<file path="config.mk">
export PLATFORM = sky130hd
export DESIGN_NAME = mem_arbiter
export DESIGN_NICKNAME = d
export VERILOG_FILES = /design/src/rtl/mem_arbiter.sv
export SDC_FILE = /design/constraint.sdc
export NUM_CORES = 1
export LEC_CHECK = 0
export CORE_MARGIN = 10
export CORE_UTILIZATION = 35
export DETAILED_ROUTE_END_ITERATION = 10
export PLACE_DENSITY = 0.73
export REMOVE_ABC_BUFFERS = 1
export SKIP_CTS_REPAIR_TIMING = 1
export SLEW_MARGIN = 20
export SYNTH_ARGS = -nofsm -noshare
export SYNTH_HDL_FRONTEND = slang
export SYNTH_SLANG_ARGS = --single-unit
</file>
<file path="constraint.sdc">
create_clock -name clk -period 6.4 [get_ports clk]
set_clock_uncertainty 0.2 [all_clocks]
set_input_delay 0.96 -clock clk [delete_from_list [all_inputs] [get_ports clk]]
set_output_delay 0.96 -clock clk [all_outputs]
set_load 0.03 [all_outputs]
</file>
<file path="src/rtl/mem_arbiter.sv">
// Two-port arbiter (fetch / load-store) onto a single variable-latency memory with a watchdog.
// Define ARB_RR_EN for round-robin tie-breaking; default is fixed priority (data wins).
module mem_arbiter #(
  parameter int unsigned XLEN    = 32,
  parameter int unsigned TIMEOUT = 64
) (
  input  logic              clk,
  input  logic              rst,
  input  logic              if_req,
  input  logic [XLEN-1:0]   if_addr,
  output logic              if_done,
  output logic              if_err,
  output logic [XLEN-1:0]   if_rdata,
  input  logic              d_req,
  input  logic [XLEN-1:0]   d_addr,
  input  logic [XLEN-1:0]   d_wdata,
  input  logic [XLEN/8-1:0] d_r,
  input  logic [XLEN/8-1:0] d_w,
  output logic              d_done,
  output logic              d_err,
  output logic [XLEN-1:0]   d_rdata,
  output logic              m_req,
  output logic [XLEN-1:0]   m_addr,
  output logic [XLEN-1:0]   m_wdata,
  output logic [XLEN/8-1:0] m_r,
  output logic [XLEN/8-1:0] m_w,
  input  logic              m_ack,
  input  logic [XLEN-1:0]   m_rdata
);

  localparam int unsigned SW = XLEN / 8;
  localparam int unsigned WW = $clog2(TIMEOUT + 1);

  typedef enum logic [1:0] {StIdle, StBusy, StDone} state_e;

  state_e          state_q, state_d;
  logic            owner_q, owner_d;  // 1: data port, 0: fetch port
  logic [WW-1:0]   wdog_q, wdog_d;
  logic            m_req_q, m_req_d;
  logic [XLEN-1:0] m_addr_q, m_addr_d;
  logic [XLEN-1:0] m_wdata_q, m_wdata_d;
  logic [SW-1:0]   m_r_q, m_r_d;
  logic [SW-1:0]   m_w_q, m_w_d;
  logic            if_done_q, if_done_d, if_err_q, if_err_d;
  logic            d_done_q, d_done_d, d_err_q, d_err_d;
  logic [XLEN-1:0] if_rdata_q, if_rdata_d;
  logic [XLEN-1:0] d_rdata_q, d_rdata_d;
  logic            win_d;

`ifdef ARB_RR_EN
  // On a tie the port that did not own the last grant wins.
  always_comb win_d = d_req & (~if_req | ~owner_q);
`else
  always_comb win_d = d_req;
`endif

  always_comb begin
    state_d    = state_q;
    owner_d    = owner_q;
    wdog_d     = wdog_q;
    m_req_d    = m_req_q;
    m_addr_d   = m_addr_q;
    m_wdata_d  = m_wdata_q;
    m_r_d      = m_r_q;
    m_w_d      = m_w_q;
    if_done_d  = 1'b0;
    if_err_d   = 1'b0;
    d_done_d   = 1'b0;
    d_err_d    = 1'b0;
    if_rdata_d = if_rdata_q;
    d_rdata_d  = d_rdata_q;
    unique case (state_q)
      StIdle: begin
        if (if_req || d_req) begin
          owner_d   = win_d;
          m_req_d   = 1'b1;
          m_addr_d  = win_d ? d_addr : if_addr;
          m_wdata_d = win_d ? d_wdata : '0;
          m_r_d     = win_d ? d_r : '1;
          m_w_d     = win_d ? d_w : '0;
          state_d   = StBusy;
        end
      end
      StBusy: begin
        if (m_ack) begin
          if (|m_r_q) begin
            if (owner_q) d_rdata_d = m_rdata;
            else         if_rdata_d = m_rdata;
          end
          m_req_d   = 1'b0;
          d_done_d  = owner_q;
          if_done_d = ~owner_q;
          state_d   = StDone;
        end else if (wdog_q == WW'(TIMEOUT - 1)) begin
          m_req_d  = 1'b0;
          d_err_d  = owner_q;
          if_err_d = ~owner_q;
          state_d  = StDone;
        end else begin
          wdog_d = wdog_q + WW'(1);
        end
      end
      StDone: begin
        wdog_d  = '0;
        state_d = StIdle;
      end
      default: state_d = StIdle;
    endcase
  end

  always_ff @(posedge clk or posedge rst) begin
    if (rst) begin
      state_q    <= StIdle;
      owner_q    <= 1'b0;
      wdog_q     <= '0;
      m_req_q    <= 1'b0;
      m_addr_q   <= '0;
      m_wdata_q  <= '0;
      m_r_q      <= '0;
      m_w_q      <= '0;
      if_done_q  <= 1'b0;
      if_err_q   <= 1'b0;
      d_done_q   <= 1'b0;
      d_err_q    <= 1'b0;
      if_rdata_q <= '0;
      d_rdata_q  <= '0;
    end else begin
      state_q    <= state_d;
      owner_q    <= owner_d;
      wdog_q     <= wdog_d;
      m_req_q    <= m_req_d;
      m_addr_q   <= m_addr_d;
      m_wdata_q  <= m_wdata_d;
      m_r_q      <= m_r_d;
      m_w_q      <= m_w_d;
      if_done_q  <= if_done_d;
      if_err_q   <= if_err_d;
      d_done_q   <= d_done_d;
      d_err_q    <= d_err_d;
      if_rdata_q <= if_rdata_d;
      d_rdata_q  <= d_rdata_d;
    end
  end

  assign m_req    = m_req_q;
  assign m_addr   = m_addr_q;
  assign m_wdata  = m_wdata_q;
  assign m_r      = m_r_q;
  assign m_w      = m_w_q;
  assign if_done  = if_done_q;
  assign if_err   = if_err_q;
  assign d_done   = d_done_q;
  assign d_err    = d_err_q;
  assign if_rdata = if_rdata_q;
  assign d_rdata  = d_rdata_q;

endmodule

</file>
# Yosys cells after proc, flatten, opt, wreduce, memory -nomap -nowiden

Cells that the tools add are included.

Output and inout port bits: 141
Word-level logic and storage cells: 59
Flip-flop bits (word level): 151
Bits of input ports: 141

Bitwise gates (word level): 1
$add $sub $neg: 1
Equality and inequality tests: 7
Mux-type cells: 25
Reductions and logical operators: 11

Operator list:

| operator            | number |
|---|---|
| $mux 32             | 2 |
| $mux 7              | 2 |
| $pmux 7 s2          | 1 |
| $mux 1              | 13 |
| $mux 4              | 2 |
| $reduce_and 4->1    | 2 |
| $add 7x1->7 const B | 1 |
| $eq 7x6->1 const B  | 1 |
| $mux 2              | 3 |
| $ne 2x2->1 const B  | 3 |
| $reduce_and 3->1    | 2 |
| $pmux 2 s2          | 1 |
| $reduce_and 2->1    | 2 |
| $reduce_bool 2->1   | 2 |
| $reduce_or 4->1     | 1 |
| $ne 3x3->1 const B  | 1 |
| $eq 2x1->1 const B  | 1 |
| $eq 2x2->1 const B  | 1 |
| $logic_not 2->1     | 1 |
| $pmux 1 s2          | 1 |
| $logic_or 1x1->1    | 1 |
| $not 1->1           | 1 |

# Longest topological paths before layout

Gate-level depths: netlist (run 1).

Depth in word-level cells: 4
Mapped depth: 7
Depth with buffers taken out: 5

# Worst setup path before layout (run 1)

OpenSTA, ideal clock, no wires.

Path kind: input to register
Start: in m_ack
End: reg d_rdata_q[0], in the netlist d_rdata[0]
Buffers on the path: 3
Cell stages on the path: 6
Required time: 6.075 ns
Data arrival time: 2.109 ns
Path slack: 3.965 ns
Library setup time: 0.125 ns
Cells stage by stage: buf_4 nand3b_4 or3_1 buf_6 buf_12 mux2_4

Longest elaborated chain between the ends: 1

RTL lines:

| what                       | RTL line | RTL |
|---|---|---|
| start: declaration         | 27       | `input logic m_ack,` |
| $reduce_and 4->1 (no line) | --       |  |
| end signal: assignment     | 141      | `d_rdata_q <= d_rdata_d;` |
| end: declaration           | 47       | `logic [XLEN-1:0] d_rdata_q, d_rdata_d;` |

No other way between the ends.
A chain may end at the register's enable or synchronous reset.

# Worst setup path after layout (run 1)

Start: in m_ack
End: reg d_rdata_q[1], in the netlist d_rdata[1]

The elaborated chain is that of the path after synthesis.

==> results of run 1 <==
-- cells in the mapped netlist, types with 2 or more instances --
master	instances	area, um2
a22o_1	36	315
a41oi_1	3	26.3
and3_1	3	18.8
buf_12	3	60.1
buf_2	8	40.0
buf_6	2	22.5
clkbuf_1	15	56.3
dfrtp_1	151	3780
inv_1	3	11.3
mux2_1	2	22.5
mux2_2	32	360
mux2_4	30	450
mux2i_1	32	320
nand2_1	44	165
nand2b_1	2	12.5
nand4_1	2	12.5
nor2_1	8	30.0
nor3_1	3	15.0
o21ai_0	33	165
o22a_1	5	43.8
o22ai_1	3	18.8
or3_1	2	12.5
-- layout make-up --
cell class              instances  area share [%]
flip-flops and latches        151            39.0
clock buffers                  18            4.54
clock inverters                14            1.72
inverters                       3           0.168
repair buffers                286            29.4
multi-input cells             257            22.2
well taps                     225            2.91
-- flip-flops by register name, summed over array words and instances, names as in the netlist --
signal,count
owner_q,1
d_rdata,32
if_rdata,32
d_done,1
if_done,1
d_err,1
m_addr,32
if_err,1
m_w,4
wdog_q,7
m_wdata,32
m_r,4
state_q,2
m_req,1
-- power by group --
part | internal, uW | total, uW | leakage, uW | switching, uW
Combinational | 1230 | 2740 | 0.00213 | 1500
Sequential | 1410 | 1700 | 0.00185 | 291
Clock | 595 | 1010 | 0.000279 | 411
Total | 3240 | 5440 | 0.00427 | 2210
-- cell families (layout without fill, tap and decap cells) --
family,after synthesis,in the layout
adder cells (fa/ha/maj),1,1
multiplexers,96,96
AO/OA/AOI/OAI,86,86
AND/OR/NAND/NOR,74,74
buffers and inverters,33,321
flip-flops,151,151
-- through the flow --
stage                     TNS, ns  cell area [um2]  util (%)
after floorplan            -11.64             5920         -
after global placement          0             9070      52.6
after detailed placement        0             9070      52.6
after CTS                       0             9680      56.2
after global routing            0             9680      56.2
final                           0             9680      56.2
-- worst paths after layout --
kind                            start  slack [ns]           to  cells past startpoint
max                             m_ack        3.26   d_rdata[1]                      4
min                        m_addr[22]        0.27   m_addr[22]                      2
max reg2reg                    m_r[0]        3.72  d_rdata[16]                      3
min reg2reg                m_addr[22]        0.27   m_addr[22]                      2
max in group asynchronous         rst        3.88  m_wdata[23]                      3
min in group asynchronous         rst        0.93  d_rdata[22]                      2
-- metal layers --
| metal | track usage (%) | vias up | wire [um] |
|---|---|---|---|
| li1 | - | 2145 | - |
| met1 | 18.2 | 2319 | 7440 |
| met2 | 26.3 | 215 | 9030 |
| met3 | 7.48 | 20 | 1890 |
| met4 | 4.45 | 0 | 223 |
| met5 | 0 | - | 0 |
-- worst max-delay path, cell delays in order --
cell and delay, ns:
clkdlybuf4s50_1 0.70, nand3b_4 0.15, or3_2 0.93, mux2_4 0.46
==> impl_results.md, run 1 <==
- PD cells: around 560 nW/um2
- Slew headroom: ~28%
- Setup Viol. Count Final: 0
- Post-synthesis async set-or-reset flop share: 100%
- Main combinational cell family by area after synthesis: multiplexers
- GP Congestion: 0.770
- Simple-gate share of the synthesized area: ~5.8%
- Rows: 48
- Ys Warns: 0
- # fillers: 1360
- Post-synthesis xor/xnor area fraction: 0%
- Status: finished clean
- Post-detail-place hpwl: 14.1 mm
- Commonest non-fill, non-tap cell in the layout: clkdlybuf4s50_1
- Total power: 5440 uW
- Ratio of cells with drive above 1 in the final layout: 14.4%
- Setup Crit Path Kind: input pin to register
- H-tree lvl count: 4
- Cell Area, Synth: 6110 um2
- Grt total ovfl: 0
- Placed insts: approximately 920
- Avg WL per Cell: roughly 19 um
- Maximum VDD drop: approximately 0.30 mV
- RSZ-0062 raised after global routing: false
- I/O pins: between 200 and 300
- Initial Utilization: between 30% and 40%
- Diode count: 0
- Clk buf depth: 2
- Num CTS Buffers: 17
- Synth Flop Type: dfrtp_1
- Core Area: 17200 um2
- CP Launch Type: input pin
- Clk slew on worst S/H paths: about 0.06 ns
- Synth unique cells: 41
- Final Worst Setup Slack: 3.26 ns
- Final #Nets: 858
- Die Area: 23200 um2
- Final cell count without fillers: 954
- EDFF count, synth: 0
- Worst setup EP type: register
- Via count: 4699
- Post-synthesis compound-gate area fraction: between 10% and 20%
- CTS tree: done
- LEAKAGE: 0.00427 uW
- Most frequent cells in the layout: clkdlybuf4s50_1 (280), dfrtp_1 (151), nand2_1 (44)
- Seq/Total Area, Yosys: 61.8%
- Max Freq: 0.318 GHz
- Worst min path class: register to register
- Chip Width: 152 um
- I/O Buffers: around 280
- Iteration-0 DRC count of the detailed router: 229
- Post-route DRC: 0
- Max-cap check violation count: 0
- Global-route wire length before repair: ~30 mm
- Multi-input gate area in the final layout: around 2200 um2
- Period minus WS final: 3.14 ns
- Final period util: between 40% and 50%
- FF+latch count, synth: 151
- Antenna viol nets, final: 0
- Avg Inst Size Synth: 13.9 um2
- Post-place setup slack: around 2.8 ns
- Via/cell ratio: 4.93
- WL final: 18.6 mm
- Vias in the first global route: 5271
- Crit path required time: around 6.5 ns
- Largest net degree at the start of global routing: a little over 100
- Tightest Pin Transition: 1.08 ns
- Overall Global Routing Usage: 16.0%
- Latest clock arrival within the worst-skew pair: 0.41 ns
- Clock root cell: clkbuf_16
- Data arrival time of the worst path: between 3 and 4 ns
- WHS: 0.274 ns
- Max-slew violation count: 0
- Peak fanout along the critical path: 32
- Initial antenna violation count: 0
- Clock sink count: 151
- Die height: 152 um
- Adder-cell share of the synthesized area: less than 1%
- Final hold vios: 0
- Seq. cell area: 3780 um2
- Cells after synthesis: approximately 440
- P&R area growth vs syn: 58.3%
- Mux contribution to synthesized area: 18.9%
- Drt first pass iters: 4
Power figures use the tool's default switching activity.
==> run 2: changes to the inputs <==
PLACE_DENSITY = 0.75   (was 0.73)
clock period = 2.75 ns   (was 6.4 ns; I/O delays follow)
==> run 2 against run 1 <==
Sequential power increased by 130%. Count of clock-buffer cells in the layout is 1 lower. Critical endpoint is now d_rdata[16]. Combinational power grew 130%. Via count shrank 2.4%. Setup slack worse by 2.7 ns. Highest routed layer unchanged.
==> impl_results.md, run 2 (synthesized netlist as in run 1, its figures left out) <==
- Status: finished clean
- Latest clock arrival within the worst-skew pair: 0.41 ns (about the same)
- Data arrival time of the worst path: 2.26 ns (-0.97 ns)
- Grt total ovfl: 0 (unchanged)
- Avg WL per Cell: 18.6 um (-4.4%)
- Die Area: 23200 um2 (unchanged)
- WL final: 17.9 mm (-3.8%)
- Crit path required time: 2.86 ns (-3.63 ns)
- Ratio of cells with drive above 1 in the final layout: 15.1% (+0.70 points)
- Slowest stage delay, CP: 0.56 ns (-0.37 ns)
- Slew headroom: 57.8% (+30 points)
- I/O Buffers: 281 (unchanged)
- Slowest CP cell: nor4_1
- Commonest non-fill, non-tap cell in the layout: clkdlybuf4s50_1
- P&R area growth vs syn: 59.7%
- Final #Nets: 864 (+0.70%)
- Via/cell ratio: 4.78 (-3.0%)
- Initial Utilization: 35.5% (unchanged)
- PD cells: 1290 nW/um2 (+130%)
- Die height: 152 um (unchanged)
- Max-slew violation count: 0 (unchanged)
- Max-cap check violation count: 0 (unchanged)
- Tightest Pin Transition: 0.629 ns (-0.455 ns)
- Largest net degree at the start of global routing: 101 (-0.98%)
- Peak fanout along the critical path: 32 (unchanged)
- GP Congestion: 0.816 (+6.0%)
- Most frequent cells in the layout: clkdlybuf4s50_1 (280), dfrtp_1 (151), nand2_1 (44)
- H-tree lvl count: 4 (unchanged)
- Final cell count without fillers: 960 (+0.63%)
- Rows: 48 (unchanged)
- Post-route DRC: 0 (unchanged)
- # fillers: 1365 (+0.37%)
- Chip Width: 152 um (unchanged)
- Drt first pass iters: 4 (unchanged)
- Overall Global Routing Usage: 15.6% (-0.42 points)
- Setup TNS: 0 ns (unchanged)
- I/O pins: 282 (unchanged)
- Via count: 4587 (-2.4%)
- Setup Viol. Count Final: 0 (unchanged)
- CP Launch Type: register
- Crit path cell chain: nor4_1 -> or3_2 -> buf_12 -> mux2_2
- RSZ-0062 raised after global routing: false
- LEAKAGE: 0.00432 uW (+1.2%)
- Worst min path class: input pin to asynchronous set/reset pin
- Bufs and invs on worst path: 1 (unchanged)
- Initial antenna violation count: 0 (unchanged)
- WHS: 0.212 ns (-0.0625 ns)
- Iteration-0 DRC count of the detailed router: 174 (-24%)
- Seq. cell area: 3780 um2 (unchanged)
- Clk buf depth: 2 (unchanged)
- CP top delay family: simple AND/OR/NAND/NOR gates
- Global-route wire length before repair: 29.3 mm (-2.5%)
- Clock root cell: clkbuf_16
- Diode count: 0 (unchanged)
- Maximum VDD drop: 0.664 mV (+120%)
- R2R Path Start: m_r[0]
- Placed insts: 928 (+0.65%)
- Clock sink count: 151 (unchanged)
- Setup Crit Path Kind: register to register
- Vias in the first global route: 5202 (-1.3%)
- CTS tree: done
- Core Area: 17200 um2 (unchanged)
- Final period util: 78.4%
- Total power: 12600 uW (+130%)
- Worst setup EP type: register
- Multi-input gate area in the final layout: 2150 um2 (unchanged)
- Period minus WS final: about 2.2 ns
- Worst Setup SP: m_r[0]
- Max Freq: 0.464 GHz
- Post-detail-place hpwl: 13.9 mm (-1.5%)
- Final hold vios: 0 (unchanged)
- Antenna viol nets, final: 0 (unchanged)
- Clk slew on worst S/H paths: 0.07 ns (about the same)
- Num CTS Buffers: 17 (unchanged)
run 2: worst register-to-register path: stages (launching register included):
cell and delay [ns]:
dfrtp_1 0.39, nor4_1 0.56, or3_2 0.25, buf_12 0.24, mux2_2 0.40
run 2: metal layers:
layer	track usage [%]	vias to the layer above	wire [um]
li1	-	2154	-
met1	18.3	2200	7480
met2	24.4	216	8230
met3	7.48	17	1900
met4	5.27	0	260
met5	0	-	0
run 2: path summary, 6_finish.rpt:
kind,end,slack [ns],cells past startpoint
max,d_rdata[16],0.59,4
min,m_wdata[27],0.21,2
max reg2reg,d_rdata[16],0.59,4
min reg2reg,m_addr[6],0.28,2
max in group asynchronous,wdog_q[1],1.50,3
min in group clk,m_addr[6],0.28,2
run 2: cell type report:
cell class / count / share of cell area [%]
sequential: 151 / 38.7
timing repair buffer: 292 / 30.2
multi-input combinational: 257 / 22.1
clock buffer: 17 / 4.36
tap: 225 / 2.88
clock inverter: 15 / 1.60
inverter: 3 / 0.167
run 2: power breakdown:
group          total [uW]  leakage [uW]  internal [uW]  switching, uW
registers            3970       0.00185           3280            696
clock network        2280      0.000278           1280            998
logic                6360       0.00218           2910           3450
total               12600       0.00432           7470           5150
run 2: through the flow:
stage	area (um2)	setup slack, ns	util [%]
after floorplan	5920	-3.42	-
after global placement	9180	0.334	53.3
after detailed placement	9180	0.283	53.3
after CTS	9760	0.563	56.6
after global routing	9760	0.496	56.6
final	9760	0.594	56.6
